**src/rtl/hfg_rec_fetch.sv**
```systemverilog
// hfg_rec_fetch: fetches the four integral-image corners of up to eight Haar
// rectangles, one buffer read per cycle. It packs the corners into per-rectangle
// {D,C,B,A} buses and presents them, with masked sign bits, under a one-cycle
// oReady strobe.
module hfg_rec_fetch #(
    parameter int II_W   = 321,
    parameter int ADDR_W = 17,
    parameter int DATA_W = 21
) (
    input  logic                  iClk,
    input  logic                  iReset,
    input  logic                  iStart,
    input  logic [8:0]            iWinX,
    input  logic [7:0]            iWinY,
    input  logic [3:0]            iNumRec,
    input  logic [159:0]          iRecDesc,
    input  logic [7:0]            iSign,
    output logic                  oMemRd,
    output logic [ADDR_W-1:0]     oMemAddr,
    input  logic [DATA_W-1:0]     iMemData,
    output logic                  oBusy,
    output logic                  oReady,
    output logic [7:0]            oSign,
    output logic [4*DATA_W-1:0]   oRec4_0,
    output logic [4*DATA_W-1:0]   oRec4_1,
    output logic [4*DATA_W-1:0]   oRec4_2,
    output logic [4*DATA_W-1:0]   oRec4_3,
    output logic [4*DATA_W-1:0]   oRec4_4,
    output logic [4*DATA_W-1:0]   oRec4_5,
    output logic [4*DATA_W-1:0]   oRec4_6,
    output logic [4*DATA_W-1:0]   oRec4_7
);

    typedef enum logic [1:0] {
        S_IDLE,
        S_ISSUE,
        S_DRAIN,
        S_DONE
    } state_e;

    state_e                         state_q, state_d;
    logic [8:0]                     win_x_q, win_x_d;
    logic [7:0]                     win_y_q, win_y_d;
    logic [3:0]                     num_q, num_d;
    logic [7:0][19:0]               desc_q, desc_d;
    logic [7:0]                     sign_lat_q, sign_lat_d;
    logic [7:0]                     sign_q, sign_d;
    logic [4:0]                     idx_q, idx_d;
    logic                           cap_vld_q, cap_vld_d;
    logic [4:0]                     cap_idx_q, cap_idx_d;
    logic [7:0][4*DATA_W-1:0]       rec_q, rec_d;

    logic [3:0]                     num_in;
    logic [7:0]                     sign_mask;
    logic [19:0]                    cur_desc;
    logic [5:0]                     col_off, row_off;
    logic [8:0]                     col_sum, row_sum;
    logic [ADDR_W-1:0]              mem_addr;
    logic [4:0]                     last_idx;
    logic [2:0]                     num_m1;

    // Clamp the requested rectangle count and build the sign mask for rectangles >= N.
    always_comb begin
        num_in    = (iNumRec > 4'd8) ? 4'd8 : iNumRec;
        sign_mask = '0;
        for (int k = 0; k < 8; k++) begin
            sign_mask[k] = (k < int'(num_in));
        end
    end

    // Address of the corner selected by idx_q: rect idx_q[4:2], corner idx_q[1:0] (A,B,C,D).
    always_comb begin
        cur_desc = desc_q[idx_q[4:2]];
        col_off  = {1'b0, cur_desc[4:0]} + (idx_q[0] ? {1'b0, cur_desc[14:10]} : 6'd0);
        row_off  = {1'b0, cur_desc[9:5]} + (idx_q[1] ? {1'b0, cur_desc[19:15]} : 6'd0);
        col_sum  = win_x_q + {3'b0, col_off};
        row_sum  = {1'b0, win_y_q} + {3'b0, row_off};
        mem_addr = ADDR_W'(row_sum) * ADDR_W'(II_W) + ADDR_W'(col_sum);
        num_m1   = num_q[2:0] - 3'd1;
        last_idx = {num_m1, 2'b11};
    end

    // Next-state logic: job acceptance, read sequencing and corner capture.
    always_comb begin
        // NOTE: every variable gets its hold value first so no path leaves it
        // unassigned; otherwise synthesis would infer a latch.
        state_d    = state_q;
        win_x_d    = win_x_q;
        win_y_d    = win_y_q;
        num_d      = num_q;
        desc_d     = desc_q;
        sign_lat_d = sign_lat_q;
        sign_d     = sign_q;
        idx_d      = idx_q;
        cap_vld_d  = 1'b0;
        cap_idx_d  = idx_q;
        rec_d      = rec_q;

        // Data for the read issued last cycle lands in its rectangle/corner field now.
        if (cap_vld_q) begin
            case (cap_idx_q[1:0])
                2'd0:    rec_d[cap_idx_q[4:2]][DATA_W-1:0]          = iMemData;
                2'd1:    rec_d[cap_idx_q[4:2]][2*DATA_W-1:DATA_W]   = iMemData;
                2'd2:    rec_d[cap_idx_q[4:2]][3*DATA_W-1:2*DATA_W] = iMemData;
                default: rec_d[cap_idx_q[4:2]][4*DATA_W-1:3*DATA_W] = iMemData;
            endcase
        end

        case (state_q)
            S_IDLE: begin
                if (iStart) begin
                    win_x_d    = iWinX;
                    win_y_d    = iWinY;
                    num_d      = num_in;
                    desc_d     = iRecDesc;
                    sign_lat_d = iSign & sign_mask;
                    sign_d     = '0;
                    rec_d      = '0;
                    idx_d      = '0;
                    state_d    = (num_in == 4'd0) ? S_DONE : S_ISSUE;
                end
            end
            S_ISSUE: begin
                cap_vld_d = 1'b1;
                idx_d     = idx_q + 5'd1;
                if (idx_q == last_idx) begin
                    state_d = S_DRAIN;
                end
            end
            S_DRAIN: begin
                sign_d  = sign_lat_q;
                state_d = S_DONE;
            end
            default: begin
                state_d = S_IDLE;
            end
        endcase
    end

    // State register with synchronous reset; outputs and in-flight captures are cleared too.
    always_ff @(posedge iClk) begin
        // NOTE: sequential state uses non-blocking assignments so every flop
        // samples the pre-edge values regardless of statement order.
        if (iReset) begin
            state_q    <= S_IDLE;
            win_x_q    <= '0;
            win_y_q    <= '0;
            num_q      <= '0;
            desc_q     <= '0;
            sign_lat_q <= '0;
            sign_q     <= '0;
            idx_q      <= '0;
            cap_vld_q  <= 1'b0;
            cap_idx_q  <= '0;
            // NOTE: the rectangle buses are visible outputs that must read zero
            // after reset, so this storage is reset, unlike a plain data RAM.
            rec_q      <= '0;
        end else begin
            state_q    <= state_d;
            win_x_q    <= win_x_d;
            win_y_q    <= win_y_d;
            num_q      <= num_d;
            desc_q     <= desc_d;
            sign_lat_q <= sign_lat_d;
            sign_q     <= sign_d;
            idx_q      <= idx_d;
            cap_vld_q  <= cap_vld_d;
            cap_idx_q  <= cap_idx_d;
            rec_q      <= rec_d;
        end
    end

    assign oMemRd   = (state_q == S_ISSUE);
    assign oMemAddr = oMemRd ? mem_addr : '0;
    assign oBusy    = (state_q != S_IDLE);
    assign oReady   = (state_q == S_DONE);
    assign oSign    = sign_q;
    assign oRec4_0  = rec_q[0];
    assign oRec4_1  = rec_q[1];
    assign oRec4_2  = rec_q[2];
    assign oRec4_3  = rec_q[3];
    assign oRec4_4  = rec_q[4];
    assign oRec4_5  = rec_q[5];
    assign oRec4_6  = rec_q[6];
    assign oRec4_7  = rec_q[7];

endmodule

```
**config.mk**
```make
export PLATFORM = sky130hd
export DESIGN_NAME = hfg_rec_fetch
export DESIGN_NICKNAME = d
export VERILOG_FILES = /design/src/rtl/hfg_rec_fetch.sv
export SDC_FILE = /design/constraint.sdc
export NUM_CORES = 2
export LEC_CHECK = 0
export CAP_MARGIN = 20
export CORE_AREA = 4 4 357 359
export CTS_CLUSTER_SIZE = 8
export DETAILED_ROUTE_END_ITERATION = 7
export DIE_AREA = 0 0 361 363
export PLACE_DENSITY = 0.53
export SETUP_SLACK_MARGIN = 0.15
export SYNTH_ARGS = -nofsm -noshare
export SYNTH_HDL_FRONTEND = slang
export SYNTH_SLANG_ARGS = --single-unit
```
**constraint.sdc**
```tcl
create_clock -name iClk -period 19.5 [get_ports iClk]
set_clock_uncertainty 0.15 [all_clocks]
set_input_delay 2.925 -clock iClk [delete_from_list [all_inputs] [get_ports iClk]]
set_output_delay 2.925 -clock iClk [all_outputs]
set_load 0.01 [all_outputs]
```
# Word-level counts from Yosys, hierarchy flattened
# Cells that the tools add are included.
[op_classes] addsub=7 n_mul=1 n_lt_le_gt_ge=12 n_eq_ne=8 muxes=31 n_bitwise=1 reduce_logical=11
[op_table] cell="$bwmux W672" count=4
[op_table] cell="$mux W672" count=3
[op_table] cell="$pmux W672 S3" count=1
[op_table] cell="$demux W84 S3" count=4
[op_table] cell="$mux W84" count=1
[op_table] cell="$mux W63" count=1
[op_table] cell="$bmux W20 S3" count=1
[op_table] cell="$mux W42" count=1
[op_table] cell="$mux W21" count=1
[op_table] cell="$mux W20" count=1
[op_table] cell="$add A17 B9 Y17" count=1
[op_table] cell="$mul A9 B9 Y17 const B" count=1
[op_table] cell="$mux W17" count=1
[op_table] cell="$lt A3 B4 Y1 const A" count=4
[op_table] cell="$pmux W8 S2" count=1
[op_table] cell="$mux W5" count=3
[op_table] cell="$add A5 B5 Y6" count=2
[op_table] cell="$pmux W5 S2" count=1
[op_table] cell="$add A8 B6 Y9" count=1
[op_table] cell="$add A9 B6 Y9" count=1
[op_table] cell="$and A8 B8 Y8" count=1
[op_table] cell="$lt A1 B4 Y1 const A" count=2
[op_table] cell="$lt A2 B4 Y1 const A" count=2
[op_table] cell="$lt A3 B4 Y1 const B" count=2
[op_table] cell="19 further kinds" count=30
[totals] regBits=881 inputBits=213 out_inout_bits=700 word_cells=96

# Longest topological paths before layout
[logic_depth] depth_word=9 mapped_depth=27 ltp_nobuf=25

# Worst setup path before layout
# No wires, ideal clock.
[synth_timing] path_type="register -> output" start="register idx_q[2] (netlist: cap_idx_d[2])" end="output oMemAddr[16]" t_arrival_ns=5.979 t_required_ns=16.425 path_slack_ns=10.446 stages_incl_launch_ff=26 path_buffers=2 cell_sequence="dfxtp_1 > buf_2 > buf_2 > mux4_2 > mux2i_1 > fa_1 > inv_1 > ha_1 > inv_1 > fa_1 > nor2b_1 > o21ai_0 > a21boi_0 > o21ai_0 > xnor2_1 > ha_1 > ha_1 > ha_1 > ha_1 > ha_1 > ha_1 > nand4_1 > a211oi_1 > o21ai_0 > a2111oi_0 > nand2b_1"
[synth_between] elab_chain_len=8 elab_cells_between_ends=11 classes_between="add/sub (5); mul (1); mux (5)"
[synth_rtl] element="from (decl)" line="48" text="logic [4:0] idx_q, idx_d;"
[synth_rtl] element="from (signal assigned)" line="166" text="idx_q <= idx_d;"
[synth_rtl] element="$bmux W20 S3 *" line="73" text="cur_desc = desc_q[idx_q[4:2]];"
[synth_rtl] element="$mux W20 (not written as such) *" line="73"
[synth_rtl] element="$mux W5" line="75" text="row_off = {1'b0, cur_desc[9:5]} + (idx_q[1] ? {1'b0, cur_desc[19:15]} : 6'd0);"
[synth_rtl] element="$add A5 B5 Y6" line="75"
[synth_rtl] element="$add A8 B6 Y9" line="77" text="row_sum = {1'b0, win_y_q} + {3'b0, row_off};"
[synth_rtl] element="$mul A9 B9 Y17" line="78" text="mem_addr = ADDR_W'(row_sum) * ADDR_W'(II_W) + ADDR_W'(col_sum);"
[synth_rtl] element="$add A17 B9 Y17 *" line="78"
[synth_rtl] element="$mux W17 *" line="174" text="assign oMemAddr = oMemRd ? mem_addr : '0;"
[synth_rtl] element="to (decl)" line="19" text="output logic [ADDR_W-1:0] oMemAddr,"
# Every way passes the cells marked *; elsewhere a longest branch is shown, timed or not. The select of a mux whose other input is x is not followed.

# Worst setup path after layout
# Ends and elaborated chain as after synthesis.

==> reports/qor.log <==
[outcome] run status finished clean
[routing] post-detailed-route wirelength per cell 24.4 um
[cells_and_area] fraction of final layout cells with drive strength greater than 1 6.07%
[synthesis] Synth cell types 60
[synthesis] post-synthesis instance total 3,957
[floorplanning] Initial Utilization 27.0%
[routing] Detailed Route WL 155 mm
[cts] CTS Root Buffer Type sky130_fd_sc_hd__clkbuf_16
[grt] wire length of the first global-routing pass 218 mm
[placement] final weighted congestion in routability-driven placement 0.822
[timing] Final Setup Violations 0
[cells_and_area] fill cell total of the finished layout 12,500
[grt] via count of the first global-routing pass 29,000
[synthesis] largest family of logic cells by synthesized area simple AND/OR/NAND/NOR gates
[routing] number of DRC violations after detailed routing 0
[floorplanning] chip width 361 um
[synthesis] number of storage elements in the synthesis netlist 881
[timing] setup repair after global routing missed its margin false
[placement] post-detail-place hpwl 108 mm
[power] switching share of power 28.8%
[cts] post-CTS sizing 0
[synthesis] number of nets in the synthesized netlist 4,259
[setup_path] peak fanout along the critical path 46
[synthesis] area fraction in and, or, nand and nor cells after synthesis 18.6%
[synthesis] post-synthesis xor/xnor area fraction 0.513%
[power] Pint 0.00324 W
[grt] GRT Total Usage 22.5%
[synthesis] Yosys top cell by area sky130_fd_sc_hd__dfxtp_1
[timing] actual slew at the worst max-slew pin 1.29 ns
[synthesis] count of synthesis-stage warnings from yosys 0
[grt] grt total ovfl 0
[grt] antenna violations before repair 16
[synthesis] synth cell count leaders sky130_fd_sc_hd__nand2_1 (1,455), sky130_fd_sc_hd__dfxtp_1 (881), sky130_fd_sc_hd__a21oi_1 (688), sky130_fd_sc_hd__clkbuf_1 (211), sky130_fd_sc_hd__a22o_1 (176)
[power] total power of the final layout 0.00455 W
[timing] time the final worst path needs with I/O delays and setup 11.34 ns
[power] clock share of power 41.7%
[setup_path] Crit path max-delay family adder cells
[setup_path] endpoint required time on the critical path 16.43 ns
[synthesis] dominant cell by count in the synthesized netlist sky130_fd_sc_hd__nand2_1
[timing] Achievable Freq 0.0882 GHz
[timing] Slew Viols, Final 0
[power] VDD IR-drop max 65.2 uV
[floorplanning] count of pins on the block boundary 913
[synthesis] share of synthesized registers carrying an async set or reset 0%
[power] relative contribution of combinational cells to total power 15.8%
[synthesis] summed instance area of the synthesized netlist 33,400 um2
[setup_path] Top cell by count, worst path sky130_fd_sc_hd__ha_1
[timing] final cycle utilization of the critical path 58.1%
[cts] TritonCTS clock tree built
[cts] CTS max path bufs 3
[floorplanning] placeable core region 124,000 um2
[setup_path] critical path endpoint category output port
[synthesis] top cells by area, synth sky130_fd_sc_hd__dfxtp_1 (53%), sky130_fd_sc_hd__nand2_1 (16%), sky130_fd_sc_hd__a21oi_1 (10%), sky130_fd_sc_hd__a22o_1 (4.6%), sky130_fd_sc_hd__ha_1 (2.8%)
[routing] average vias per placed instance 4.88
[synthesis] Compound-Gate Fraction of Synth Area 16.8%
[timing] Worst slew margin 14.2%
[cts] number of buffers inserted by hold repair at cts 0
[setup_path] Worst Path Arrival 8.26 ns
[floorplanning] height of the chip 363 um
[power] power spent charging and discharging nets 0.00131 W
[cts] clock tree sinks 881
[power] sequential share of power 42.5%
[power] cell leakage power 15.8 nW
[power] power per standard cell area 97.0 nW/um2
[cts] # H-tree levels 3
[synthesis] mean area per synthesized cell 8.45 um2
[floorplanning] Die Outline Area 131,000 um2
[synthesis] Synth Area in Adders 3.65%
[setup_path] CP max-delay cell sky130_fd_sc_hd__dfxtp_4
[setup_path] critical path start-end classification reg -> out
[placement] port buffer count 912
[timing] setup tns final 0 ns
[min_path] path class of the lowest-slack min-delay path reg -> reg
[floorplanning] standard-cell row count 129
[synthesis] proportion of netlist area held by the largest area contributor 52.8%
[routing] First DRT Iteration DRCs 2,891
[setup_path] nature of the critical path startpoint flip-flop
[setup_path] number of buffers and inverters on the critical path 3
[cts] clock transition at the registers of the reported paths 0.05 ns
[cts] number of buffers created by CTS 121
[cts] number of buffers inserted by post-CTS setup repair 0
[routing] number of antenna-violating nets in the routed design 0
[cts] Clk Latency, worst-skew pair 0.75 ns
[grt] largest net degree at the start of global routing 233
[run] Max Cap Viol 0
[timing] number of hold-slack violations in the final timing report 0
[cells_and_area] Net count, final 5,020
[synthesis] multiplexer area fraction after synthesis 2.90%
[routing] number of detailed-routing iterations run before antenna repair 6
[synthesis] count of flip-flops with a built-in enable after synthesis 0
[setup_path] Crit path largest cell delay 0.94 ns
[synthesis] proportion of synthesized chip area in sequential cells 52.8%
[synthesis] Synth Flop Type sky130_fd_sc_hd__dfxtp_1
[timing] worst hold margin 0.288 ns
[routing] total via count after detailed routing 31,100
[cells_and_area] layout overhead on the synthesized area 40.5%
## worst reg2reg max path: stages, from the launching register on
cell and delay [ns]:
sky130_fd_sc_hd__dfxtp_1 0.33, sky130_fd_sc_hd__inv_1 0.10, sky130_fd_sc_hd__ha_1 0.32, sky130_fd_sc_hd__nand2_1 0.26, sky130_fd_sc_hd__nand2b_4 0.62, sky130_fd_sc_hd__buf_4 1.02, sky130_fd_sc_hd__buf_4 0.92, sky130_fd_sc_hd__buf_12 0.68
sky130_fd_sc_hd__a21oi_1 0.46
## layout by cell type (no fill, tap or decap), drive strengths merged, types with 5 or more instances in the layout
master / synthesis / final
nand2: 1455 / 1455
clkdlybuf4s50: 0 / 890
dfxtp: 881 / 881
a21oi: 688 / 688
a22o: 176 / 176
clkbuf: 211 / 125
buf: 126 / 85
ha: 75 / 75
nor2: 73 / 73
mux4: 40 / 40
inv: 33 / 34
o21ai: 27 / 27
fa: 14 / 14
xnor2: 13 / 13
a21boi: 12 / 12
a22oi: 11 / 11
nor3: 10 / 10
nand2b: 8 / 8
clkinv: 0 / 8
nor2b: 7 / 7
mux2i: 7 / 7
nand3: 7 / 7
nor3b: 7 / 7
a21o: 6 / 6
and2: 5 / 5
and3: 5 / 5
a32o: 5 / 5
## metrics by stage
stage          instances  cell area, um2  util, %  setup slack, ns
4_1_cts             6361           46900     37.8             8.04
3_5_place_dp        6226           43600     35.2             8.87
5_1_grt             6368           47000     37.9             7.63
6_report            6371           47000     37.9             8.16
3_3_place_gp        6223           43500     35.2             8.87
2_1_floorplan       3957           33400        -            10.45
## registers in the layout, indices dropped and copies added (netlist names), 9 cells and up
name and flops:
oRec4_5 84, oRec4_7 84, desc_q 160, oRec4_6 84
win_x_q 9, oRec4_0 84, oRec4_3 84, oRec4_4 84
oRec4_2 84, oRec4_1 84
## logic make-up after synthesis
logic type                 count (synthesis)
AOI/OAI and AO/OA                        954
xor gates and xnor gates                  18
adders and majority gates                 89
buffers and inverters                    370
DFF                                      881
muxes                                     47
and+or+nand+nor                         1598
## routing by layer
metal	GRT usage [%]	share of wire [%]	vias to the layer above
met5	0	0.088	-
met1	27.5	40	14900
li1	-	-	14600
met4	9.26	4.2	18
met2	37.0	47	1246
met3	6.84	8.7	277
## final timing paths
path         slack, ns             to     startpoint  cells past startpoint
min reg2reg       0.29  sign_lat_q[3]  sign_lat_q[3]                      2
max               8.16   oMemAddr[16]   cap_idx_d[2]                     26
max reg2reg      14.38    oRec4_0[77]     state_q[0]                      8
min               0.29  sign_lat_q[3]  sign_lat_q[3]                      2
## power by group through the flow
stage | Combinational (W) | Clock, W | Sequential, W
floorplan | 0.000446 | 0 | 0.00195
global placement | 0.000723 | 0 | 0.00197
detailed placement | 0.000719 | 0 | 0.00197
CTS | 0.000725 | 0.00195 | 0.00194
global route | 0.000784 | 0.00201 | 0.00194
finish | 0.000719 | 0.00190 | 0.00194
## area by class of cell
| type | instances | area [um2] | share of cell area (%) |
|---|---|---|---|
| diodes | 4 | 10.0 | 0.0213 |
| multi-input cells | 2706 | 14300 | 30.4 |
| clock buffers | 125 | 3050 | 6.50 |
| repair buffers | 975 | 9610 | 20.5 |
| inverters | 33 | 124 | 0.264 |
| flip-flops and latches | 881 | 17600 | 37.6 |
| well taps | 1637 | 2050 | 4.36 |
| clock inverters | 10 | 218 | 0.464 |
Note: power is estimated with default switching activity, not from simulation.
